File: config.mk
export PLATFORM = sky130hd
export DESIGN_NAME = fetch_unit
export DESIGN_NICKNAME = d
export VERILOG_FILES = /design/src/rtl/fetch_unit_pkg.sv /design/src/rtl/fetch_unit_fifo.sv /design/src/rtl/fetch_unit.sv
export SDC_FILE = /design/constraint.sdc
export NUM_CORES = 1
export LEC_CHECK = 0
export BUFFER_PORTS_ARGS = -buffer_cell sky130_fd_sc_hd__buf_2
export CORE_MARGIN = 2
export CORE_UTILIZATION = 52
export DETAILED_ROUTE_END_ITERATION = 8
export GPL_ROUTABILITY_DRIVEN = 0
export HOLD_SLACK_MARGIN = 0.15
export PLACE_DENSITY = 0.87
export SLEW_MARGIN = 10
export SYNTH_ARGS = -nofsm -noshare
export SYNTH_HDL_FRONTEND = slang
export SYNTH_SLANG_ARGS = --single-unit
File: constraint.sdc
create_clock -name clk -period 4.7 [get_ports clk]
set_clock_uncertainty 0.2 [all_clocks]
set_input_delay 0.235 -clock clk [delete_from_list [all_inputs] [get_ports clk]]
set_output_delay 0.235 -clock clk [all_outputs]
set_load 0.01 [all_outputs]
File: src/rtl/fetch_unit_pkg.sv
// Shared types and constants for the instruction fetch stage.
// FETCH_MISALIGN_CHECK_EN adds the FS_FAULT state used for misaligned redirect targets.
package core;

  localparam logic [31:0] NOP_INSTR        = 32'h0000_0013;
  localparam logic [31:0] RESET_PC_DEFAULT = 32'h0000_0000;

`ifdef FETCH_MISALIGN_CHECK_EN
  typedef enum logic [1:0] {
    FS_IDLE  = 2'd0,
    FS_RUN   = 2'd1,
    FS_FAULT = 2'd2
  } fetch_state_t;
`else
  typedef enum logic [1:0] {
    FS_IDLE = 2'd0,
    FS_RUN  = 2'd1
  } fetch_state_t;
`endif

  typedef struct packed {
    logic [31:0] instr;
    logic [31:0] pc;
    logic        fault;
  } fetch_entry_t;

endpackage

File: src/rtl/fetch_unit_fifo.sv
// In-order instruction buffer: registered head, flush beats push, push+pop allowed when full.
module fetch_fifo
  import core::*;
#(
  parameter int DEPTH = 2
) (
  input  logic                     clk,
  input  logic                     rst,
  input  logic                     flush_i,
  input  logic                     push_i,
  input  fetch_entry_t             push_data_i,
  input  logic                     pop_i,
  output logic                     valid_o,
  output fetch_entry_t             head_o,
  output logic [$clog2(DEPTH):0]   count_o
);

  localparam int PTR_W = $clog2(DEPTH);
  localparam logic [PTR_W:0] FULL_CNT = (PTR_W+1)'(DEPTH);

  fetch_entry_t     mem_q [DEPTH];
  logic [PTR_W-1:0] rd_ptr_q, wr_ptr_q;
  logic [PTR_W:0]   count_q, count_d;
  logic             do_push, do_pop;

  always_comb begin
    do_pop  = pop_i && (count_q != '0);
    do_push = push_i && ((count_q != FULL_CNT) || do_pop);
    count_d = count_q + (PTR_W+1)'(do_push) - (PTR_W+1)'(do_pop);
    if (flush_i) begin
      count_d = '0;
    end
  end

  always_ff @(posedge clk or negedge rst) begin
    if (!rst) begin
      for (int i = 0; i < DEPTH; i++) mem_q[i] <= '0;
      rd_ptr_q <= '0;
      wr_ptr_q <= '0;
      count_q  <= '0;
    end else begin
      count_q <= count_d;
      if (flush_i) begin
        rd_ptr_q <= '0;
        wr_ptr_q <= '0;
      end else begin
        // When full, a simultaneous push overwrites the slot being popped.
        if (do_push) begin
          mem_q[wr_ptr_q] <= push_data_i;
          wr_ptr_q        <= wr_ptr_q + PTR_W'(1);
        end
        if (do_pop) rd_ptr_q <= rd_ptr_q + PTR_W'(1);
      end
    end
  end

  assign valid_o = (count_q != '0);
  assign head_o  = mem_q[rd_ptr_q];
  assign count_o = count_q;

endmodule

File: src/rtl/fetch_unit.sv
// Fetch stage: PC generation, credit-limited imem requests, stale-response discard on redirect.
// Optional macro FETCH_MISALIGN_CHECK_EN turns misaligned redirects into fault entries.
module fetch_unit
  import core::*;
#(
  parameter logic [31:0] RESET_PC  = RESET_PC_DEFAULT,
  parameter int          BUF_DEPTH = 2
) (
  input  logic         clk,
  input  logic         rst,
  output logic         imem_req_o,
  output logic [31:0]  imem_addr_o,
  input  logic         imem_gnt_i,
  input  logic         imem_rvalid_i,
  input  logic [31:0]  imem_rdata_i,
  input  logic         redirect_i,
  input  logic [31:0]  redirect_pc_i,
  output logic         instr_valid_o,
  input  logic         instr_ready_i,
  output logic [31:0]  instruction_o,
  output logic [31:0]  pc_o,
`ifdef FETCH_MISALIGN_CHECK_EN
  output logic         fetch_fault_o,
`endif
  output fetch_state_t fsm_state_o
);

  localparam int CNT_W = $clog2(BUF_DEPTH) + 1;

  fetch_state_t     state_q, state_d;
  logic [31:0]      fetch_pc_q, fetch_pc_d, resp_pc_q, resp_pc_d;
  logic [CNT_W-1:0] outst_q, outst_d, discard_q, discard_d, fifo_count;
  logic [CNT_W:0]   in_use;
  logic             pop, grant, rsp_ok, push, flush, fifo_valid;
  fetch_entry_t     push_data, head;
  logic [31:0]      redir_pc;

`ifdef FETCH_MISALIGN_CHECK_EN
  logic             misaligned;
  logic             fault_pend_q, fault_pend_d;
  logic [31:0]      fault_pc_q, fault_pc_d;
  assign redir_pc   = redirect_pc_i;
  assign misaligned = |redirect_pc_i[1:0];
`else
  assign redir_pc   = {redirect_pc_i[31:2], 2'b00};
`endif

  // Credit: every in-flight request must have a FIFO slot once the head pops.
  assign pop        = fifo_valid & instr_ready_i;
  assign in_use     = {1'b0, outst_q} + {1'b0, fifo_count} - (CNT_W+1)'(pop);
  assign imem_req_o = (state_q == FS_RUN) && (in_use < (CNT_W+1)'(BUF_DEPTH));
  assign imem_addr_o = fetch_pc_q;
  assign grant      = imem_req_o & imem_gnt_i;
  assign rsp_ok     = imem_rvalid_i & (outst_q != '0);

  always_comb begin
    state_d    = state_q;
    fetch_pc_d = fetch_pc_q;
    resp_pc_d  = resp_pc_q;
    outst_d    = outst_q + CNT_W'(grant) - CNT_W'(rsp_ok);
    discard_d  = discard_q;
    flush      = 1'b0;
    push       = 1'b0;
    push_data  = '{instr: imem_rdata_i, pc: resp_pc_q, fault: 1'b0};
`ifdef FETCH_MISALIGN_CHECK_EN
    fault_pend_d = 1'b0;
    fault_pc_d   = fault_pc_q;
`endif
    if (state_q == FS_IDLE) state_d = FS_RUN;
    if (grant) fetch_pc_d = fetch_pc_q + 32'd4;
    if (rsp_ok) begin
      if (discard_q != '0) begin
        discard_d = discard_q - CNT_W'(1);
      end else begin
        push      = 1'b1;
        resp_pc_d = resp_pc_q + 32'd4;
      end
    end
`ifdef FETCH_MISALIGN_CHECK_EN
    // In FS_FAULT every response is being discarded, so this push never collides.
    if (fault_pend_q) begin
      push      = 1'b1;
      push_data = '{instr: NOP_INSTR, pc: fault_pc_q, fault: 1'b1};
    end
`endif
    // Everything still in flight after this edge belongs to the old stream.
    if (redirect_i) begin
      flush      = 1'b1;
      push       = 1'b0;
      fetch_pc_d = redir_pc;
      resp_pc_d  = redir_pc;
      discard_d  = outst_d;
      state_d    = FS_RUN;
`ifdef FETCH_MISALIGN_CHECK_EN
      if (misaligned) begin
        state_d      = FS_FAULT;
        fault_pend_d = 1'b1;
        fault_pc_d   = redirect_pc_i;
      end
`endif
    end
  end

  always_ff @(posedge clk or negedge rst) begin
    if (!rst) begin
      state_q    <= FS_IDLE;
      fetch_pc_q <= RESET_PC;
      resp_pc_q  <= RESET_PC;
      outst_q    <= '0;
      discard_q  <= '0;
`ifdef FETCH_MISALIGN_CHECK_EN
      fault_pend_q <= 1'b0;
      fault_pc_q   <= '0;
`endif
    end else begin
      state_q    <= state_d;
      fetch_pc_q <= fetch_pc_d;
      resp_pc_q  <= resp_pc_d;
      outst_q    <= outst_d;
      discard_q  <= discard_d;
`ifdef FETCH_MISALIGN_CHECK_EN
      fault_pend_q <= fault_pend_d;
      fault_pc_q   <= fault_pc_d;
`endif
    end
  end

  fetch_fifo #(.DEPTH(BUF_DEPTH)) u_fifo (
    .clk         (clk),
    .rst         (rst),
    .flush_i     (flush),
    .push_i      (push),
    .push_data_i (push_data),
    .pop_i       (pop),
    .valid_o     (fifo_valid),
    .head_o      (head),
    .count_o     (fifo_count)
  );

  assign instr_valid_o = fifo_valid;
  assign instruction_o = head.instr;
  assign pc_o          = head.pc;
  assign fsm_state_o   = state_q;
`ifdef FETCH_MISALIGN_CHECK_EN
  assign fetch_fault_o = head.fault;
`else
  logic unused_fault;
  assign unused_fault = head.fault;
`endif

endmodule

==> metrics.txt <==
status=finished, final reports clean; Setup crit start=u_fifo.count_o[1]; Total Routing Usage GR=24.8%; FF-to-FF Start=u_fifo.count_o[1]; total wire length=24.2 mm; core area=18100 um^2; P&R area growth vs syn=22.5%; root buffer cell=clkbuf_16; sequential power share=41.0%; Clk Latency, worst-skew pair=0.42 ns; Clock Path Buffers=2; CTS tree=built; RSZ-0062 raised after global routing=false; type of the most critical hold path=input pin to register; number of global-route vias before repair=7855; max cap viols=0; Tot Pwr=6.46 mW; synth cell count leaders=mux2_2 (196), dfrtp_1 (193), nor2_1 (42); total grt overflow=0; Synth Area per Inst=11.6 um^2; initial antenna violation count=0; Worst setup SP type=register; clock power share=22.6%; Sw Share=32.8%; post-route clock period utilization=80.1%; DR WL/cell=19.0 um; Gate Count Post-Synth=837; H-tree levels=4; count leader, synth=mux2_2; DRT Pass-1 Iters=6; Starting Density=53.4%; drt drc=0; CP Data Arrival Time=3.92 ns; Fill cells=1369; Sink Count=193; Yosys cell types=48; number of diodes=0; Seq/Total Area, Yosys=49.9%; max-slew violation count=0; chip height=140 um; CTS Hold Bufs=64; min Tclk post-route=3.77 ns; Crit Path Class=register to register; largest area contributor in the netlist=dfrtp_1; final setup fails=0; internal power=4.34 mW; layout cells sized above 1=38.8%; P_sw=2.12 mW; # placed instances=1180; Slew @ Worst Pin=1.02 ns; Nets=1114; f_max=266 MHz; total number of vias=7642; leakage=5.27 nW; ys flop type=dfrtp_1; HPWL Detailed=15.6 mm; non-filler cells, final=1275; Hold Violations, Final=0; Die Wd=140 um; Critical Path End Type=register; CP required=4.85 ns; TritonCTS buffer count=17; Synth async-reset ratio=100%; post-CTS setup buffers=0; mapped cell area=9680 um^2; Synth area leaders=dfrtp_1 (50%), mux2_2 (23%), a211oi_1 (1.6%), nor2_1 (1.6%), nor4_1 (1.6%); antenna-violating nets left=0; I/O pin count=170; first-pass GRT wire length=39.3 mm; Resize count post-CTS=0; Ys Warns=0; routed vias/inst=5.99; Slew Limit Headroom=31.7%; Power Density=544 nW/um^2; maximum VDD drop=0.000402 V; worst hold path startpoint=imem_rvalid_i; Comb pwr share=36.4%; largest net degree at the start of global routing=121; PortBufs=162; Die Outline Area=19700 um^2; crit path max fanout=10; synthesized flop and latch total=193; clock transition at the registers of the reported paths=0.07 ns; Setup TNS=0 ns; top cell type's share of synthesized area=49.9%; number of synthesized flops with an enable pin=0; Placement Rows=49; initial DRC count=823
[cells in the final DEF, fill, tap and decap left out, types with 3 or more instances in the layout]
cell and instances:
dlygate4sd3_1 64, and4_1 13, nor3_1 18, conb_1 6, inv_1 13, clkbuf_16 17
clkbuf_8 5, buf_2 161, nor4_1 25, or3_1 11, o31ai_1 12, a21oi_1 7
and3_1 8, nand2_1 41, or4_1 11, ha_1 9, nor2_1 42, o21ai_0 13
o31a_1 5, a211oi_1 21, and2_1 3, a31oi_1 20, nand4_1 21, mux2_2 196
buf_4 10, nand3_1 28, nand2b_1 5, dfrtp_1 192, xnor2_1 15, or2_2 4
a211o_1 3, xor2_1 7, a21o_1 3
[cell type report]
type	instances	area (um^2)	area share [%]
Sequential cell	193	4830	40.7
Clock buffer	23	488	4.11
Tap cell	229	287	2.41
Clock inverter	8	103	0.865
Timing Repair Buffer	237	1560	13.1
Multi-Input combinational cell	571	4550	38.3
Inverter	14	52.6	0.443
[worst max-delay path, cell delays in order (launching register included)]
cell	delay, ns
dfrtp_1	0.42
or2_2	0.32
and2_1	0.21
ha_1	0.29
inv_1	0.07
nand2_1	0.07
fa_1	0.43
xnor2_1	0.23
or4b_1	0.75
or4_1	0.53
a31oi_1	0.16
[layer usage]
layer | track usage, % | wire length (um) | up-vias
met5 | 0 | 0 | -
met4 | 7.74 | 545 | 0
met3 | 4.82 | 1410 | 50
met2 | 43.0 | 12300 | 317
met1 | 31.6 | 9890 | 3801
li1 | - | - | 3474
[final timing paths]
path                                           to  cells after the start  slack [ns]
worst max-delay path              imem_addr_o[16]                     10        0.93
worst min-delay path                 discard_q[0]                      5        0.17
worst max register to register    imem_addr_o[16]                     10        0.93
worst min register to register  u_fifo.mem_q[102]                      1        0.30
max in group asynchronous        u_fifo.mem_q[81]                      3        2.86
min in group asynchronous         imem_addr_o[29]                      2        0.33
[through the flow]
stage               hold WS, ns  util, %  area (um^2)  setup slack [ns]
floorplan                -0.261        -         9700              1.21
global placement          0.236     58.6        10600              1.06
detailed placement        0.248     58.6        10600             0.972
CTS                       0.159     65.4        11900             0.961
global route              0.206     65.4        11900             0.786
finish                    0.173     65.4        11900             0.935
[power by group through the flow]
stage          combinational, mW  sequential (mW)  clock, mW
2_1_floorplan               1.65             2.50          0
3_3_place_gp                2.23             2.62          0
5_1_grt                     2.56             2.73       1.56
4_1_cts                     2.37             2.65       1.49
3_5_place_dp                2.31             2.68          0
6_report                    2.35             2.65       1.46
[cell families after synthesis]
| group | after synthesis | share of synthesized area, % |
|---|---|---|
| muxes | 198 | 23.0 |
| other | 2 | 0.0775 |
| and+or+nand+nor | 237 | 13.2 |
| buffers and inverters | 77 | 3.41 |
| xor gates and xnor gates | 22 | 1.99 |
| AOI/OAI and AO/OA | 98 | 7.11 |
| DFF | 193 | 49.9 |
| adders and majority gates | 10 | 1.37 |
[sequential cells by signal, summed over array words and instances, names as in the netlist]
signal,cells
u_fifo.wr_ptr_q,1
discard_q,2
outst_q,2
fsm_state_o,1
resp_pc_q,30
u_fifo.mem_q,124
u_fifo.count_o,2
imem_addr_o,30
u_fifo.rd_ptr_q,1
Note: power is estimated with default switching activity, not from simulation.
